===== src/rtl/cpu_mem_arbiter.sv =====
// cpu_mem_arbiter
// Shares one single-ported, fixed-latency memory between the early_cpu
// instruction-fetch port and its load/store data port. One transaction is
// in flight at a time; data accesses win unless fetch has lost MAX_WAIT
// consecutive arbitrations while requesting.
module cpu_mem_arbiter #(
  parameter int ADDR_W   = 32,
  parameter int DATA_W   = 32,
  parameter int MEM_LAT  = 2,
  parameter int MAX_WAIT = 4
) (
  input  logic                clk,
  input  logic                rst,
  input  logic                if_req,
  input  logic [ADDR_W-1:0]   if_addr,
  output logic                if_gnt,
  output logic                if_rvalid,
  output logic [DATA_W-1:0]   if_rdata,
  input  logic                d_req,
  input  logic                d_we,
  input  logic [ADDR_W-1:0]   d_addr,
  input  logic [DATA_W-1:0]   d_wdata,
  input  logic [DATA_W/8-1:0] d_be,
  output logic                d_gnt,
  output logic                d_rvalid,
  output logic [DATA_W-1:0]   d_rdata,
  output logic                mem_en,
  output logic                mem_we,
  output logic [ADDR_W-1:0]   mem_addr,
  output logic [DATA_W-1:0]   mem_wdata,
  output logic [DATA_W/8-1:0] mem_be,
  input  logic [DATA_W-1:0]   mem_rdata
);

  localparam int BE_W = DATA_W / 8;
  // Counter start value: the response arrives MEM_LAT cycles after the grant.
  localparam logic [3:0] LAT_LAST = 4'(MEM_LAT - 1);
  localparam logic [3:0] MAX_CNT  = 4'(MAX_WAIT);

  typedef enum logic [0:0] {
    IDLE = 1'b0,
    BUSY = 1'b1
  } state_t;

  state_t      state_r;
  logic [3:0]  lat_cnt_r;
  logic [3:0]  starve_cnt_r;
  logic        owner_d_r;     // 1: data port owns the transaction in flight

  logic        arb_s;         // this cycle may issue a new grant
  logic        done_s;        // the transaction in flight completes this cycle
  logic        fetch_win_s;
  logic        if_gnt_s;
  logic        d_gnt_s;

  // Arbitration: decide whether this is a grant cycle and who wins it.
  always_comb begin
    arb_s       = 1'b0;
    done_s      = 1'b0;
    fetch_win_s = 1'b0;
    if_gnt_s    = 1'b0;
    d_gnt_s     = 1'b0;
    if (rst) begin
      arb_s  = 1'b0;
      done_s = 1'b0;
    end else begin
      case (state_r)
        IDLE: begin
          arb_s = 1'b1;
        end
        BUSY: begin
          // The completion cycle doubles as the next arbitration cycle,
          // giving one transaction every MEM_LAT cycles under load.
          done_s = (lat_cnt_r == 4'd0);
          arb_s  = (lat_cnt_r == 4'd0);
        end
        default: begin
          arb_s  = 1'b0;
          done_s = 1'b0;
        end
      endcase
    end
    // Fetch only beats a competing data request once it has starved.
    fetch_win_s = if_req & (~d_req | (starve_cnt_r == MAX_CNT));
    if_gnt_s    = arb_s & if_req & fetch_win_s;
    d_gnt_s     = arb_s & d_req & ~fetch_win_s;
  end

  // Output steering: memory strobe carries the winner's fields, responses go to the owner.
  always_comb begin
    if_gnt    = if_gnt_s;
    d_gnt     = d_gnt_s;
    mem_en    = if_gnt_s | d_gnt_s;
    mem_we    = 1'b0;
    mem_addr  = {ADDR_W{1'b0}};
    mem_wdata = {DATA_W{1'b0}};
    mem_be    = {BE_W{1'b0}};
    if (d_gnt_s) begin
      mem_we    = d_we;
      mem_addr  = d_addr;
      mem_wdata = d_wdata;
      mem_be    = d_be;
    end else if (if_gnt_s) begin
      mem_addr  = if_addr;
    end else begin
      mem_we    = 1'b0;
    end
    if_rvalid = done_s & ~owner_d_r;
    d_rvalid  = done_s & owner_d_r;
    if (if_rvalid) begin
      if_rdata = mem_rdata;
    end else begin
      if_rdata = {DATA_W{1'b0}};
    end
    if (d_rvalid) begin
      d_rdata = mem_rdata;
    end else begin
      d_rdata = {DATA_W{1'b0}};
    end
  end

  // Transaction FSM, latency counter and fetch starvation counter.
  always_ff @(posedge clk) begin
    if (rst) begin
      // Dropping BUSY abandons any transaction in flight: no rvalid follows.
      state_r      <= IDLE;
      lat_cnt_r    <= 4'd0;
      starve_cnt_r <= 4'd0;
      owner_d_r    <= 1'b0;
    end else begin
      if (if_gnt_s | d_gnt_s) begin
        state_r   <= BUSY;
        lat_cnt_r <= LAT_LAST;
        owner_d_r <= d_gnt_s;
      end else if (state_r == BUSY) begin
        if (lat_cnt_r == 4'd0) begin
          state_r <= IDLE;
        end else begin
          lat_cnt_r <= lat_cnt_r - 4'd1;
        end
      end else begin
        state_r <= IDLE;
      end

      if (!if_req || if_gnt_s) begin
        starve_cnt_r <= 4'd0;
      end else if (d_gnt_s && (starve_cnt_r < MAX_CNT)) begin
        starve_cnt_r <= starve_cnt_r + 4'd1;
      end else begin
        starve_cnt_r <= starve_cnt_r;
      end
    end
  end

endmodule

===== config.mk =====
export PLATFORM = sky130hd
export DESIGN_NAME = cpu_mem_arbiter
export DESIGN_NICKNAME = d
export VERILOG_FILES = /design/src/rtl/cpu_mem_arbiter.sv
export SDC_FILE = /design/constraint.sdc
export NUM_CORES = 1
export LEC_CHECK = 0
export CORE_AREA = 2 2 105 107
export CTS_CLUSTER_SIZE = 20
export DETAILED_ROUTE_END_ITERATION = 7
export DIE_AREA = 0 0 107 109
export PLACE_DENSITY = 0.58
export SLEW_MARGIN = 20
export SYNTH_ARGS = -nofsm -noshare
export SYNTH_HDL_FRONTEND = slang
export SYNTH_SLANG_ARGS = --single-unit

===== constraint.sdc =====
create_clock -name clk -period 3.05 [get_ports clk]
set_input_delay 0.4575 -clock clk [delete_from_list [all_inputs] [get_ports clk]]
set_output_delay 0.4575 -clock clk [all_outputs]
set_load 0.05 [all_outputs]

==> results.ini <==
[power_and_ir_drop]
clockPowerShare_pct = 13.5
vdd.ir_drop.worst_mv = 0.240
swShare_pct = 40.9
pwr-share-comb_pct = 75.2
switchingPower_mw = 0.515
leakage_nw = 2.48
powerDensity_mw_per_mm2 = 213
sequentialPowerShare_pct = 11.3
internal_power_mw = 0.745

[sta]
fin_crit_ns = 2.84
finalSetupTns_ns = 0
worst_pin_slew_ns = 0.447
max_slew_margin_pct = 70.1
slew_violations = 0
fin_skew_ns = 0.00439
fin_crit_sh_pct = 93.2
setup_ws_ns = 0.208
fmax_mhz = 352
rsz0062_at_grt = false
hold_viol = 0
setup_viol = 0

[route]
antenna_left = 0
vias = 2649
wl_um = 11000
dr.pass1.iters = 4
drt_iter0_drc = 90
wire_per_inst_um = 17.6
routed_via_density = 4.26
remaining_drc_errors = 0

[floorplanning]
coreArea_mm2 = 0.0106
dieArea_mm2 = 0.0117
num_rows = 38
die-width_um = 107
ioPinCount = 275
fp.dieH_um = 109
initial_utilization_pct = 15.1

[final_layout]
fin_area_mm2 = 0.00592
syn_to_final_growth_pct = 270
nets = 623
instances_no_fill = 622
fin_util_pct = 55.9
antennaDiodeCount = 0
drive_gt1_share_pct = 32.8

[clock_tree]
clkTransAtPathRegs_ns = 0.05
insertion_delay_ns = 0.24
post_cts_buffers = 0
cts-root-buf = clkbuf_8
htree_levels = 1
cts_tree = built
cts-hold-fix-buffers = 0
clkSinkCount = 10
cts_inserted_buffers = 3
clockBufferDepth = 2
post_cts_resize_count = 0

[grt]
overflow = 0
antenna_found_initial = 0
grt_max_degree = 72
grt_pass1_vias = 2667
grt_pass1_wl_um = 16100
grt_use_total_pct = 17.6

[place]
preCtsSetupSlack_ns = 0.345
post-dp-hpwl_um = 9110
routabilityCongestion = 0.860
placedCellCount = 618
place_area_mm2 = 0.00587
numPortBuffers = 274

[worst_setup_path]
crit_chain = inv_1 > ha_1 > or3b_4 > and2_4 > nor3_4 > buf_12 > a22o_1 > buf_12
startpoint_type = flop
path_max_fanout = 71
setup.worst_path.class = flop to output port
worst-endpoint-required_ns = 2.59
slowest_delay_ns = 0.41
cp.arrival_ns = 2.38
cp_common_cell = buf_12
cpMaxStageDelayCell = or3b_4
end_kind = output port

[yosys]
synth_cell_types = 34
yosys.area.top_type = and2_1
synthCells = 218
synth_top_area_share_pct = 27.7
synth_fp_nets = 358
synth-seq-cells = 10
yosysSeqAreaShare_pct = 12.5
netlist_top_cells_area = and2_1 (28%), a22o_1 (17%), and3_1 (13%)
synth.avg_cell_area_um2 = 7.35
synth_warnings = 0
syn-cell-area_mm2 = 0.00160

[job]
maxCapViolCount = 0

[outcome]
status = finished clean

[worst_hold_path]
hp-class = flop to flop

==> critical path: cells and delay by family (launching register included) <==
kind / cells / cell delay, ns
buffers and inverters: 3 / 0.51
adders and majority gates: 1 / 0.20
AOI/OAI and AO/OA: 1 / 0.28
and+or+nand+nor: 3 / 0.80
DFF: 1 / 0.31
==> path summary, 6_finish.rpt <==
path,from,to,slack [ns],cells after the start
worst max-delay path,lat_cnt_r[0],mem_addr[6],0.21,8
worst min-delay path,lat_cnt_r[0],lat_cnt_r[0],0.46,1
worst max register to register,lat_cnt_r[0],lat_cnt_r[1],1.32,6
worst min register to register,lat_cnt_r[0],lat_cnt_r[0],0.46,1
==> synth_stat cells <==
master    number
and2_4         1
a21oi_1        4
nand3b_1       1
or3_1          2
clkbuf_1      10
a211oi_1       2
or2_2          1
nor4b_4        1
a22o_1        32
xnor2_1        1
nor4_1         2
and3_1        33
a31oi_1        1
and2_1        71
ha_1           3
buf_6          4
and2b_1        1
buf_2          7
nor2_1         4
or4b_2         1
mux2_2         1
nand2_1        6
nand4b_1       2
nor3_4         1
inv_1          5
a211o_1        1
o21a_1         1
and2b_2        1
nand3_1        3
mux2i_1        1
or3b_4         1
dfxtp_1       10
o21ai_0        2
nor3_1         1
==> kinds of logic after synthesis <==
kind of cell               Yosys count  share of synthesized area [%]
adders and majority gates            3                           2.34
buffers and inverters               26                           8.51
and+or+nand+nor                    133                           53.1
DFF                                 10                           12.5
muxes                                2                           1.33
AOI/OAI and AO/OA                   43                           21.7
xor gates and xnor gates             1                          0.547
==> per-stage QoR <==
stage | hold WS, ns | power (mW)
after global routing | 0.484 | 1.31
after CTS | 0.459 | 1.27
final | 0.459 | 1.26
after detailed placement | 0.448 | 1.09
after floorplan | 0.425 | 0.543
after global placement | 0.443 | 1.09
==> flip-flops by register name, indices dropped and copies added, names as in the netlist <==
signal,cells
starve_cnt_r,4
owner_d_r,1
lat_cnt_r,4
state_r,1
==> layout make-up <==
type / count / area (µm²)
multi-input combinational: 182 / 1270
inverter: 5 / 18.8
tap: 140 / 175
clock buffer: 4 / 55.1
timing repair buffer: 281 / 4200
sequential: 10 / 200
fill: 882 / 4680
==> power groups by stage <==
stage	combinational, mW	sequential (mW)	clock, mW
after CTS	0.954	0.142	0.174
after floorplan	0.399	0.144	0
after global routing	0.987	0.142	0.182
after detailed placement	0.950	0.145	0
after global placement	0.942	0.144	0
final	0.948	0.142	0.170
==> cell usage in the layout (no fill, tap or decap), types with 2 or more instances in the layout <==
cell type        count
a211oi_1             2
a21oi_1              4
a22o_1              32
and2_1              71
and3_1              33
buf_12             140
buf_4                5
clkbuf_8             4
clkdlybuf4s50_1    136
dfxtp_1             10
ha_1                 3
inv_1                5
nand2_1              6
nand3_1              3
nand4b_1             2
nor2_1               4
o21ai_0              2
or3_1                2
==> routing by layer <==
metal | GRT usage [%] | vias to the layer above | share of wire, %
li1 | - | 1299 | -
met1 | 19.3 | 1226 | 36
met2 | 34.2 | 113 | 55
met3 | 4.42 | 11 | 7.4
met4 | 3.62 | 0 | 1.4
met5 | 0 | - | 0
(Power assumes the default switching activity.)
